[src/rtl/cpu_pkg.sv]
// Shared CPU front-end types and constants used by the instruction fetch queue.
package cpu_pkg;

  localparam int XLEN    = 32;
  localparam int INSTR_W = 32;

  localparam logic [XLEN-1:0] DEFAULT_RESET_PC = 32'h0000_0000;

  typedef enum logic [1:0] {
    IFQ_IDLE = 2'd0,
    IFQ_REQ  = 2'd1,
    IFQ_DROP = 2'd2
  } ifq_state_t;

endpackage

[src/rtl/ifq_fifo.sv]
// Ring-buffer storage for fetched {pc, instr} entries with flush; head reads as zero when empty.
module ifq_fifo #(
  parameter int DEPTH = 4,
  parameter int W     = 64
) (
  input  logic                       clk,
  input  logic                       rst,
  input  logic                       flush,
  input  logic                       push,
  input  logic [W-1:0]               push_data,
  input  logic                       pop,
  output logic                       valid,
  output logic [W-1:0]               head,
  output logic [$clog2(DEPTH+1)-1:0] count
);

  localparam int AW = $clog2(DEPTH);
  localparam int CW = $clog2(DEPTH+1);

  logic [W-1:0]  r_mem [DEPTH];
  logic [AW-1:0] r_wr_ptr;
  logic [AW-1:0] r_rd_ptr;
  logic [CW-1:0] r_count;
  logic          w_do_push;
  logic          w_do_pop;

  assign w_do_pop  = pop && (r_count != '0);
  assign w_do_push = push && ((r_count != CW'(DEPTH)) || w_do_pop);

  // Pointer and occupancy state; flush empties the ring without touching storage.
  always_ff @(posedge clk or posedge rst) begin
    if (rst) begin
      r_wr_ptr <= '0;
      r_rd_ptr <= '0;
      r_count  <= '0;
    end else if (flush) begin
      r_wr_ptr <= '0;
      r_rd_ptr <= '0;
      r_count  <= '0;
    end else begin
      if (w_do_push) r_wr_ptr <= r_wr_ptr + AW'(1);
      if (w_do_pop)  r_rd_ptr <= r_rd_ptr + AW'(1);
      if (w_do_push && !w_do_pop)      r_count <= r_count + CW'(1);
      else if (w_do_pop && !w_do_push) r_count <= r_count - CW'(1);
      else                             r_count <= r_count;
    end
  end

  // Entry storage, deliberately left out of reset.
  always_ff @(posedge clk) begin
    if (w_do_push && !flush) r_mem[r_wr_ptr] <= push_data;
  end

  assign valid = (r_count != '0);
  assign head  = valid ? r_mem[r_rd_ptr] : '0;
  assign count = r_count;

endmodule

[src/rtl/ifetch_queue.sv]
// Instruction fetch queue: one-outstanding-request fetcher feeding an ifq_fifo toward decode.
// Optional IFETCH_QUEUE_BYPASS_EN forwards an ack straight to the output when the queue is empty.
module ifetch_queue
  import cpu_pkg::*;
#(
  parameter int              DEPTH    = 4,
  parameter logic [XLEN-1:0] RESET_PC = DEFAULT_RESET_PC
) (
  input  logic                       clk,
  input  logic                       rst,
  input  logic                       redirect_valid,
  input  logic [XLEN-1:0]            redirect_pc,
  output logic                       imem_req,
  output logic [XLEN-1:0]            imem_addr,
  input  logic                       imem_ack,
  input  logic [INSTR_W-1:0]         imem_rdata,
  output logic                       out_valid,
  input  logic                       out_ready,
  output logic [INSTR_W-1:0]         out_instr,
  output logic [XLEN-1:0]            out_pc,
  output logic [$clog2(DEPTH+1)-1:0] count
);

  localparam int CW = $clog2(DEPTH+1);

  ifq_state_t                r_state;
  ifq_state_t                w_state_nxt;
  logic [XLEN-1:0]           r_fetch_pc;
  logic [XLEN-1:0]           r_req_addr;
  logic                      w_ack_req;
  logic                      w_bypass;
  logic                      w_push;
  logic                      w_pop;
  logic                      w_fifo_valid;
  logic [XLEN+INSTR_W-1:0]   w_head;
  logic [CW-1:0]             w_count;

  assign w_ack_req = (r_state == IFQ_REQ) && imem_ack && !redirect_valid;

`ifdef IFETCH_QUEUE_BYPASS_EN
  assign w_bypass = w_ack_req && !w_fifo_valid;
`else
  assign w_bypass = 1'b0;
`endif

  assign w_push = w_ack_req && !(w_bypass && out_ready);
  assign w_pop  = w_fifo_valid && out_ready && !redirect_valid;

  // Fetch state register.
  always_ff @(posedge clk or posedge rst) begin
    if (rst) r_state <= IFQ_IDLE;
    else     r_state <= w_state_nxt;
  end

  // Next-state logic; an ack always retires the single outstanding request.
  always_comb begin
    w_state_nxt = r_state;
    case (r_state)
      IFQ_IDLE: begin
        if (!redirect_valid && (w_count < CW'(DEPTH))) w_state_nxt = IFQ_REQ;
        else                                           w_state_nxt = IFQ_IDLE;
      end
      IFQ_REQ: begin
        if (imem_ack)            w_state_nxt = IFQ_IDLE;
        else if (redirect_valid) w_state_nxt = IFQ_DROP;
        else                     w_state_nxt = IFQ_REQ;
      end
      IFQ_DROP: begin
        if (imem_ack) w_state_nxt = IFQ_IDLE;
        else          w_state_nxt = IFQ_DROP;
      end
      default: w_state_nxt = IFQ_IDLE;
    endcase
  end

  // Fetch PC and the latched request address that stays put while a dropped request drains.
  always_ff @(posedge clk or posedge rst) begin
    if (rst) begin
      r_fetch_pc <= RESET_PC;
      r_req_addr <= RESET_PC;
    end else begin
      if (redirect_valid) r_fetch_pc <= {redirect_pc[XLEN-1:2], 2'b00};
      else if (w_ack_req) r_fetch_pc <= r_fetch_pc + 32'd4;
      else                r_fetch_pc <= r_fetch_pc;
      if ((r_state == IFQ_IDLE) && (w_state_nxt == IFQ_REQ)) r_req_addr <= r_fetch_pc;
      else                                                   r_req_addr <= r_req_addr;
    end
  end

  ifq_fifo #(
    .DEPTH (DEPTH),
    .W     (XLEN + INSTR_W)
  ) u_fifo (
    .clk       (clk),
    .rst       (rst),
    .flush     (redirect_valid),
    .push      (w_push),
    .push_data ({r_fetch_pc, imem_rdata}),
    .pop       (w_pop),
    .valid     (w_fifo_valid),
    .head      (w_head),
    .count     (w_count)
  );

  assign imem_req  = (r_state != IFQ_IDLE);
  assign imem_addr = r_req_addr;
  assign count     = w_count;
  assign out_valid = w_fifo_valid || w_bypass;
  assign out_pc    = w_bypass ? r_fetch_pc : w_head[XLEN+INSTR_W-1:INSTR_W];
  assign out_instr = w_bypass ? imem_rdata : w_head[INSTR_W-1:0];

endmodule

[config.mk]
export PLATFORM = sky130hd
export DESIGN_NAME = ifetch_queue
export DESIGN_NICKNAME = d
export VERILOG_FILES = /design/src/rtl/cpu_pkg.sv /design/src/rtl/ifq_fifo.sv /design/src/rtl/ifetch_queue.sv
export SDC_FILE = /design/constraint.sdc
export NUM_CORES = 1
export LEC_CHECK = 0
export ABC_AREA = 1
export CORE_MARGIN = 2
export CORE_UTILIZATION = 55
export CTS_CLUSTER_SIZE = 14
export DETAILED_ROUTE_END_ITERATION = 10
export PLACE_DENSITY = 0.88
export SETUP_SLACK_MARGIN = 0.02
export SYNTH_ARGS = -nofsm -noshare
export SYNTH_HDL_FRONTEND = slang
export SYNTH_HIERARCHICAL = 1
export SYNTH_SLANG_ARGS = --single-unit
export TNS_END_PERCENT = 1
[constraint.sdc]
create_clock -name clk -period 7.4 [get_ports clk]
set_input_delay 2.22 -clock clk [delete_from_list [all_inputs] [get_ports clk]]
set_output_delay 2.22 -clock clk [all_outputs]
set_load 0.1 [all_outputs]
Word-level counts from Yosys, hierarchy flattened
Memories as Yosys holds them, arrays and structs flattened.
Index checks and enable logic that the tools add are counted.
{"block": "classes", "order_cmp": 1, "add_sub_neg": 5, "n_reduce_logical": 22, "eq_ne": 4, "n_mux": 17}
{"cell": "$mux W32", "n": 2}
{"cell": "$mux W64", "n": 1}
{"cell": "$add A32 B3 Y32 const B", "n": 1}
{"cell": "$mux W2", "n": 7}
{"cell": "$logic_and A1 B1 Y1", "n": 11}
{"cell": "$mux W3", "n": 3}
{"cell": "$reduce_bool A2 Y1", "n": 4}
{"cell": "$pmux W2 S3", "n": 1}
{"cell": "$reduce_bool A3 Y1", "n": 2}
{"cell": "$add A2 B1 Y2 const B", "n": 2}
{"cell": "$eq A2 B1 Y1 const B", "n": 2}
{"cell": "$add A3 B1 Y3 const B", "n": 1}
{"cell": "$logic_not A1 Y1", "n": 3}
{"cell": "$lt A3 B3 Y1 const B", "n": 1}
{"cell": "$mux W1", "n": 3}
{"cell": "$ne A3 B3 Y1 const B", "n": 1}
{"cell": "$sub A3 B1 Y3 const B", "n": 1}
{"cell": "$eq A2 B2 Y1 const B", "n": 1}
{"cell": "$logic_not A2 Y1", "n": 1}
{"cell": "$logic_or A1 B1 Y1", "n": 1}
{"block": "word_totals", "mem_count": 1, "mem_bits_rw": 256, "input_bits": 69, "word_cells": 56, "output_inout_bits": 101, "register_bits": 73}
{"name": "u_fifo.r_mem", "depth": 4, "width": 64, "read_ports": 1, "rd_clocked_by_memory_dff": 0, "wr": 1, "line_no": "ifq_fifo.sv:20", "source": "logic [W-1:0] r_mem [DEPTH];"}

Longest topological paths before layout
Gate-level depths: netlist (run 1).
{"block": "depth", "depth_word": 11, "mapped_depth": 14, "depth_no_buf": 14}

By module
The synthesis (run 1) kept the hierarchy.
{"module": "ifq_fifo", "seq_area_each_um2": 7862.5, "cells_per_inst": 818, "area_each_um2": 10354.9, "n_inst": 1}
{"module": "ifetch_queue", "seq_area_each_um2": 1551.5, "cells_per_inst": 464, "area_each_um2": 3429.5, "n_inst": 1}

Least setup slack after synthesis (run 1)
No wires, ideal clock.
{"block": "synth_timing", "path_type": "input port to flip-flop", "startpoint": "input port redirect_valid", "endpoint": "memory u_fifo.r_mem[0][0], enable pin", "arrival_time_ps": 5821, "n_path_buf": 2, "path_slack_ps": 1092, "required_time_ps": 6913, "setup_time_ps": 487, "cell_stages": 7, "path_cell_list": "clkbuf_1 clkbuf_1 nor2_1 nor2_1 nand2_1 nand3_1 nor2_1"}
{"block": "synth_via", "elab_chain_cells": 8, "word_cells_on_any_way": 9, "classes_between": "mux: 2; reduce/logical: 7"}
{"element": "start, declared", "line_no": "ifetch_queue.sv:11", "source": "input logic redirect_valid,"}
{"element": "$logic_not A1 Y1", "line_no": "ifetch_queue.sv:47", "source": "assign w_pop = w_fifo_valid && out_ready && !redirect_valid;"}
{"element": "$logic_and A1 B1 Y1", "line_no": "ifetch_queue.sv:47"}
{"element": "named net w_pop", "line_no": "ifetch_queue.sv:33", "source": "logic w_pop;"}
{"element": "$logic_and A1 B1 Y1", "line_no": "ifq_fifo.sv:27", "source": "assign w_do_pop = pop && (r_count != '0);"}
{"element": "$logic_or A1 B1 Y1", "line_no": "ifq_fifo.sv:28", "source": "assign w_do_push = push && ((r_count != CW'(DEPTH)) || w_do_pop);"}
{"element": "$logic_and A1 B1 Y1", "line_no": "ifq_fifo.sv:28"}
{"element": "$logic_and A1 B1 Y1", "line_no": "ifq_fifo.sv:51", "source": "if (w_do_push && !flush) r_mem[r_wr_ptr] <= push_data;"}
{"element": "$mux W1", "line_no": "ifq_fifo.sv:51"}
{"element": "$mux W1 (implied by the code)", "line_no": "ifq_fifo.sv:51"}
{"element": "end, declared", "line_no": "ifq_fifo.sv:20"}
The timed path passes the listed nets, and every way through them passes these cells.

Worst setup path after layout (run 1)
{"block": "layout_timing", "startpoint": "register u_fifo.r_rd_ptr[0]", "endpoint": "output port out_pc[26]"}
{"block": "layout_via", "elab_chain_cells": 2}
{"element": "start, declared", "line_no": "ifq_fifo.sv:22", "source": "logic [AW-1:0] r_rd_ptr;"}
{"element": "start signal, assigned", "line_no": "ifq_fifo.sv:42", "source": "if (w_do_pop) r_rd_ptr <= r_rd_ptr + AW'(1);"}
{"element": "$mem_v2 Z4 W64"}
{"element": "$mux W64", "line_no": "ifq_fifo.sv:55", "source": "assign head = valid ? r_mem[r_rd_ptr] : '0;"}
{"element": "end, declared", "line_no": "ifetch_queue.sv:20", "source": "output logic [XLEN-1:0] out_pc,"}
Every way passes these cells.

==> flow_summary.json, run 1 <==
{
  "detailedPlacementHpwl_mm": 19.8,
  "timing.setup.tns_ps": 0,
  "worstPathRequired_ps": 5180,
  "clockBufferDepth": 3,
  "vias_in_the_first_global_route": 9847,
  "drcViolationCount": 0,
  "finish.net_count": 1514,
  "run_status": "completed",
  "post-cts-setup-buffers": 0,
  "initial_core_util_pct": 56.4,
  "row_count": 57,
  "die_width_um": 162,
  "synthesis.yosys.warnings": 6,
  "maxCapViolations": 0,
  "dp_worst_setup_slack_ps": 1540,
  "grt_util_all_layers_pct": 24.5,
  "cts_hold_buf": 0,
  "fin_util_pct": 68.2,
  "floorplan.io_pins": 170,
  "dominantRegCellSynth": "sky130_fd_sc_hd__edfxtp_1",
  "grt_setup_unrepaired": "no",
  "worst_hold_path_type": "flop to flop",
  "worst_skew_pair.late_latency_ps": 550,
  "synth_area_leaders": "sky130_fd_sc_hd__edfxtp_1 56%, sky130_fd_sc_hd__dfrtp_1 13%, sky130_fd_sc_hd__nor2_1 8.6%, sky130_fd_sc_hd__o21ai_0 5.4%, sky130_fd_sc_hd__nand2_1 4.8%",
  "detailedRoute.firstPassIterationCount": 5,
  "number_of_enable_flip_flop_cells_after_synthesis": 256,
  "drtAntennaViolNets": 0,
  "period_share_pct": 87.2,
  "ctsResizeCount": 0,
  "final_layout_size_suffix_gt1_share_pct": 6.43,
  "synth.yosys.seq_area_share_pct": 68.3,
  "fmax_mhz": 155,
  "hold_viol": 0,
  "crit_path_end_kind": "primary output",
  "die-height_um": 162,
  "ctsHtreeMaxLevel": 1,
  "synth_area_sq_um": 13800,
  "clock-root-buffer": "sky130_fd_sc_hd__clkbuf_16",
  "clock_input_transition_at_the_sequential_cells_of_the_worst_setup_and_hold_paths_ps": 60,
  "critPathLaunchType": "flop",
  "grt_pass1_wl_mm": 50.6,
  "cts_sinks": 325,
  "filler_cell_count": 1704,
  "setup-violations-final": 0,
  "global_route_congestion_overflow_total": 0,
  "num_vias": 9932,
  "cp_data_arrival_time_ps": 4240,
  "crit_path_max_fanout": 66,
  "area.growth.synth_to_final_pct": 21.1,
  "irDropWorstVdd_mv": 0.387,
  "yosys_register_bits": 325,
  "fp.coreArea_sq_um": 24500,
  "grt_antenna_before_repair": 0,
  "worst-slew-pin-transition_ps": 1070,
  "yosys.cell_types.count": 34,
  "grt_start_max_net_pins": 77,
  "detail_route.vias_per_cell": 5.56,
  "yosys.area.top_type_share_pct": 55.8,
  "timing.slew.headroom_pct": 28.5,
  "route.final.wire_length_mm": 32.3,
  "finalWorstPathRequiredPeriod_ps": 6460,
  "clock_skew_ps": 13.5,
  "cts_tree": "built",
  "antennaDiodeCount": 0,
  "detail_route.wl_per_cell_um": 18.1,
  "syn-mean-instance-area_sq_um": 10.8,
  "gp_routability_congestion": 0.898,
  "synth_async_sr_flop_share_pct": 21.2,
  "synth_largest_area_cell": "sky130_fd_sc_hd__edfxtp_1",
  "slew_violations": 0,
  "power.density_nw_per_um2": 408,
  "place.port_buffers": 165,
  "p_leak_nw": 6.14,
  "most-common-layout-cells": "312 x sky130_fd_sc_hd__nor2_1, 256 x sky130_fd_sc_hd__edfxtp_1, 178 x sky130_fd_sc_hd__nand2_1, 165 x sky130_fd_sc_hd__clkdlybuf4s50_1, 149 x sky130_fd_sc_hd__o21ai_0",
  "synthesis.instances": 1282,
  "numCtsBuffers": 31,
  "drtIter0Drc": 984,
  "timing.final.ws_setup_ps": 944,
  "final_common_cell": "sky130_fd_sc_hd__nor2_1",
  "floorplan.die_area_sq_um": 26300,
  "timing_worst_setup_path_type": "flop to primary output"
}
metrics by stage:
stage	total power, mW	hold slack, ps	area, sq um	std cells
floorplan	4.61	516	13800	1291
global placement	5.27	463	15700	1730
detailed placement	5.30	465	15700	1730
CTS	6.83	488	16700	1787
global route	7.05	513	16700	1787
finish	6.81	485	16700	1787
sequential cells by signal (all words and copies together) (netlist names):
name,cells
imem_addr,30
r_state,2
u_fifo/r_mem,256
u_fifo/count,3
u_fifo/r_wr_ptr,2
r_fetch_pc,30
u_fifo/r_rd_ptr,2
path summary, 6_finish.rpt:
check	startpoint	endpoint	slack (ps)	cells after the start
setup / recovery	u_fifo/r_rd_ptr[0]$_DFFE_PP0P_	out_pc[26]	940	5
hold reg to reg	imem_addr[13]$_DFFE_PP0P_	imem_addr[13]$_DFFE_PP0P_	490	2
setup reg to reg	r_state[1]$_DFF_PP0_	u_fifo/r_mem[1][5]$_DFFE_PP_	3820	6
hold / removal	imem_addr[13]$_DFFE_PP0P_	imem_addr[13]$_DFFE_PP0P_	490	2
min in group asynchronous	rst	u_fifo/count[2]$_DFFE_PP0P_	1950	2
max in group asynchronous	rst	r_fetch_pc[3]$_DFFE_PP0P_	4600	3
power by group:
part / leakage [nW] / internal, mW / switching, mW / total, mW
registers: 3.17 / 2.12 / 0.150 / 2.27
logic: 2.48 / 0.615 / 2.39 / 3.00
clock network: 0.493 / 0.892 / 0.639 / 1.53
total: 6.14 / 3.63 / 3.18 / 6.81
cell type report:
class                      instances  area [sq um]  share of cell area [%]
multi-input combinational        841          3820                    22.9
inverter                          61           230                    1.38
clock inverter                    13          93.8                   0.562
timing repair buffer             179          1810                    10.8
clock buffer                      44           915                    5.48
tap                              324           405                    2.43
sequential                       325          9420                    56.4
cell usage after synthesis (4+ instances only):
library cell and number:
sky130_fd_sc_hd__nor2_1 316, sky130_fd_sc_hd__edfxtp_1 256, sky130_fd_sc_hd__nand2_1 178, sky130_fd_sc_hd__o21ai_0 149, sky130_fd_sc_hd__a21oi_1 69, sky130_fd_sc_hd__dfrtp_1 69
sky130_fd_sc_hd__inv_1 57, sky130_fd_sc_hd__nand3_1 50, sky130_fd_sc_hd__buf_2 18, sky130_fd_sc_hd__buf_4 18, sky130_fd_sc_hd__o21ai_2 16, sky130_fd_sc_hd__clkbuf_1 15
sky130_fd_sc_hd__xor2_1 9, sky130_fd_sc_hd__buf_6 7, sky130_fd_sc_hd__o21ai_1 7, sky130_fd_sc_hd__buf_1 6, sky130_fd_sc_hd__ha_1 5, sky130_fd_sc_hd__nor3_1 5
sky130_fd_sc_hd__nand4_1 4, sky130_fd_sc_hd__o211ai_1 4, sky130_fd_sc_hd__o21bai_1 4
per-layer routing:
layer | part of all wire, % | track usage (%) | vias up
met5 | 0 | 0 | -
met4 | 2.8 | 8.17 | 0
met3 | 7.5 | 3.17 | 63
met2 | 48 | 41.6 | 459
met1 | 41 | 33.0 | 4732
li1 | - | - | 4678
logic make-up (layout without fill, tap and decap cells):
family                   Yosys count  count (layout)  share of synthesized area [%]
AO/OA/AOI/OAI                    256             256                           10.0
XOR/XNOR                           9               9                          0.572
adder cells (fa/ha/maj)            6               6                          0.599
buffers and inverters            125             297                           4.44
flip-flops                       325             325                           68.3
other                              1              10                         0.0272
AND/OR/NAND/NOR                  560             560                           16.0
worst max-delay path, cell delays in order, from the launching register on:
cell                              delay, ps
sky130_fd_sc_hd__dfrtp_4                820
sky130_fd_sc_hd__clkinv_2               830
sky130_fd_sc_hd__buf_4                  540
sky130_fd_sc_hd__o21ai_0                310
sky130_fd_sc_hd__a21oi_1                150
sky130_fd_sc_hd__clkdlybuf4s50_1       1010
Power figures use the tool's default switching activity.
==> inputs of run 2 (changes only) <==
CAP_MARGIN = 20   (was default)
==> run 2 against run 1 <==
Critical path depth stayed put. Sequential share of layout area is 0.068 points lower. Maximum frequency hardly changed. Worst setup slack hardly changed. Via count is 0.34% higher. First-iteration DRC count is 0.51% lower. Power is 0.14% higher. Worst hold slack worse by 2.0 ps. Routed wire length is 0.29% higher. Non-clock buffer count is 1 higher. Clock power hardly changed. Die area stayed put. Critical endpoint unchanged.
==> flow_summary.json, run 2 (same netlist as run 1, synthesis figures left out) <==
{
  "fmax_mhz": 155,
  "grt_setup_unrepaired": "no",
  "post-cts-setup-buffers": 0,
  "cp_data_arrival_time_ps": 4240,
  "cts_sinks": 325,
  "detail_route.wl_per_cell_um": 18.1,
  "cts_hold_buf": 0,
  "route.final.wire_length_mm": 32.4,
  "initial_core_util_pct": 56.4,
  "die-height_um": 162,
  "grt_pass1_wl_mm": 50.6,
  "clock-root-buffer": "sky130_fd_sc_hd__clkbuf_16",
  "timing.rr.start": "r_state[1]$_DFF_PP0_",
  "worstPathRequired_ps": 5180,
  "fin_hold_ws_ps": 483,
  "drcViolationCount": 0,
  "row_count": 57,
  "slew_violations": 0,
  "grt_util_all_layers_pct": 24.5,
  "irDropWorstVdd_mv": 0.390,
  "ctsHtreeMaxLevel": 1,
  "detail_route.vias_per_cell": 5.57,
  "filler_cell_count": 1700,
  "fin_util_pct": 68.3,
  "critPathLaunchType": "flop",
  "maxCapViolations": 0,
  "timing.setup.tns_ps": 0,
  "crit_path_max_fanout": 66,
  "grt_antenna_before_repair": 0,
  "worst_skew_pair.late_latency_ps": 550,
  "antennaDiodeCount": 0,
  "worst_hold_path_type": "flop to flop",
  "final_layout_size_suffix_gt1_share_pct": 6.49,
  "run_status": "completed",
  "clock_skew_ps": 13.4,
  "detailedPlacementHpwl_mm": 19.8,
  "p_leak_nw": 6.15,
  "most-common-layout-cells": "312 x sky130_fd_sc_hd__nor2_1, 256 x sky130_fd_sc_hd__edfxtp_1, 178 x sky130_fd_sc_hd__nand2_1, 165 x sky130_fd_sc_hd__clkdlybuf4s50_1, 149 x sky130_fd_sc_hd__o21ai_0",
  "finish.net_count": 1515,
  "worst_setup_path_startpoint": "u_fifo/r_rd_ptr[0]$_DFFE_PP0P_",
  "ctsResizeCount": 0,
  "floorplan.io_pins": 170,
  "period_share_pct": 87.2,
  "met1Wirelength_mm": 13.6,
  "crit_path_end_kind": "primary output",
  "clock_input_transition_at_the_sequential_cells_of_the_worst_setup_and_hold_paths_ps": 60,
  "final_common_cell": "sky130_fd_sc_hd__nor2_1",
  "largest_register_ff_count": 256,
  "timing.slew.headroom_pct": 28.2,
  "worst-slew-pin-transition_ps": 1070,
  "timing_worst_setup_path_type": "flop to primary output",
  "timing.hold.worst.start": "imem_addr[13]$_DFFE_PP0P_",
  "fin_cells": 1788,
  "drtIter0Drc": 979,
  "cts_tree": "built",
  "finalWorstPathRequiredPeriod_ps": 6460,
  "count_of_placed_standard_cells_including_taps": 1730,
  "power.density_nw_per_um2": 408,
  "largest-register": "u_fifo/r_mem",
  "setup-violations-final": 0,
  "hold_viol": 0,
  "grt_start_max_net_pins": 77,
  "numCtsBuffers": 31,
  "met3_wirelength_mm": 2.27,
  "clockBufferDepth": 3,
  "num_vias": 9966,
  "floorplan.die_area_sq_um": 26300,
  "drtAntennaViolNets": 0,
  "met2_wirelength_mm": 15.6,
  "fp.coreArea_sq_um": 24500,
  "place.port_buffers": 165,
  "die_width_um": 162,
  "highest-signal-layer": "met4",
  "gp_routability_congestion": 0.898,
  "area.growth.synth_to_final_pct": 21.2,
  "vias_in_the_first_global_route": 9847,
  "detailedRoute.firstPassIterationCount": 5,
  "global_route_congestion_overflow_total": 0
}
==> run 2: cell types whose count changed in the layout (fill, tap and decap cells not counted) <==
cell	change
sky130_fd_sc_hd__buf_12	+1
==> run 2: area by class of cell <==
class | instances | area [sq um] | share of cell area (%)
inverter | 61 | 230 | 1.38
clock buffer | 44 | 915 | 5.47
multi-input combinational | 841 | 3820 | 22.9
sequential | 325 | 9420 | 56.4
clock inverter | 13 | 93.8 | 0.562
timing repair buffer | 180 | 1830 | 10.9
tap | 324 | 405 | 2.43
==> run 2: per-stage QoR <==
step / power [mW] / instance area [sq um] / worst slack, ps
detailed placement: 5.30 / 15700 / 1540
global placement: 5.27 / 15700 / 1680
CTS: 6.83 / 16700 / 932
finish: 6.82 / 16700 / 944
floorplan: 4.61 / 13800 / 1090
global route: 7.06 / 16700 / 702
==> run 2: worst paths after layout <==
check | end | slack (ps) | depth (start not counted)
min reg2reg | imem_addr[13]$_DFFE_PP0P_ | 480 | 2
max in group asynchronous | imem_addr[3]$_DFFE_PP0P_ | 4590 | 3
min in group asynchronous | u_fifo/count[2]$_DFFE_PP0P_ | 1950 | 2
max reg2reg | u_fifo/r_mem[1][5]$_DFFE_PP_ | 3810 | 6
max | out_pc[26] | 940 | 5
min | imem_addr[13]$_DFFE_PP0P_ | 480 | 2
==> run 2: per-layer routing <==
| layer | vias up | track usage [%] |
|---|---|---|
| li1 | 4676 | - |
| met1 | 4820 | 33.0 |
| met2 | 407 | 41.6 |
| met3 | 63 | 3.17 |
| met4 | 0 | 8.17 |
| met5 | - | 0 |
==> run 2: critical path, cell delays in order (launching register included) <==
cell and delay [ps]:
sky130_fd_sc_hd__dfrtp_4 810, sky130_fd_sc_hd__clkinv_2 830, sky130_fd_sc_hd__buf_4 540, sky130_fd_sc_hd__o21ai_0 320, sky130_fd_sc_hd__a21oi_1 150, sky130_fd_sc_hd__clkdlybuf4s50_1 1010
==> run 2: where the power goes <==
part / switching, mW / leakage, nW / total [mW] / internal (mW)
registers: 0.150 / 3.17 / 2.27 / 2.12
logic: 2.39 / 2.49 / 3.01 / 0.621
clock network: 0.640 / 0.493 / 1.53 / 0.892
total: 3.18 / 6.15 / 6.82 / 3.64
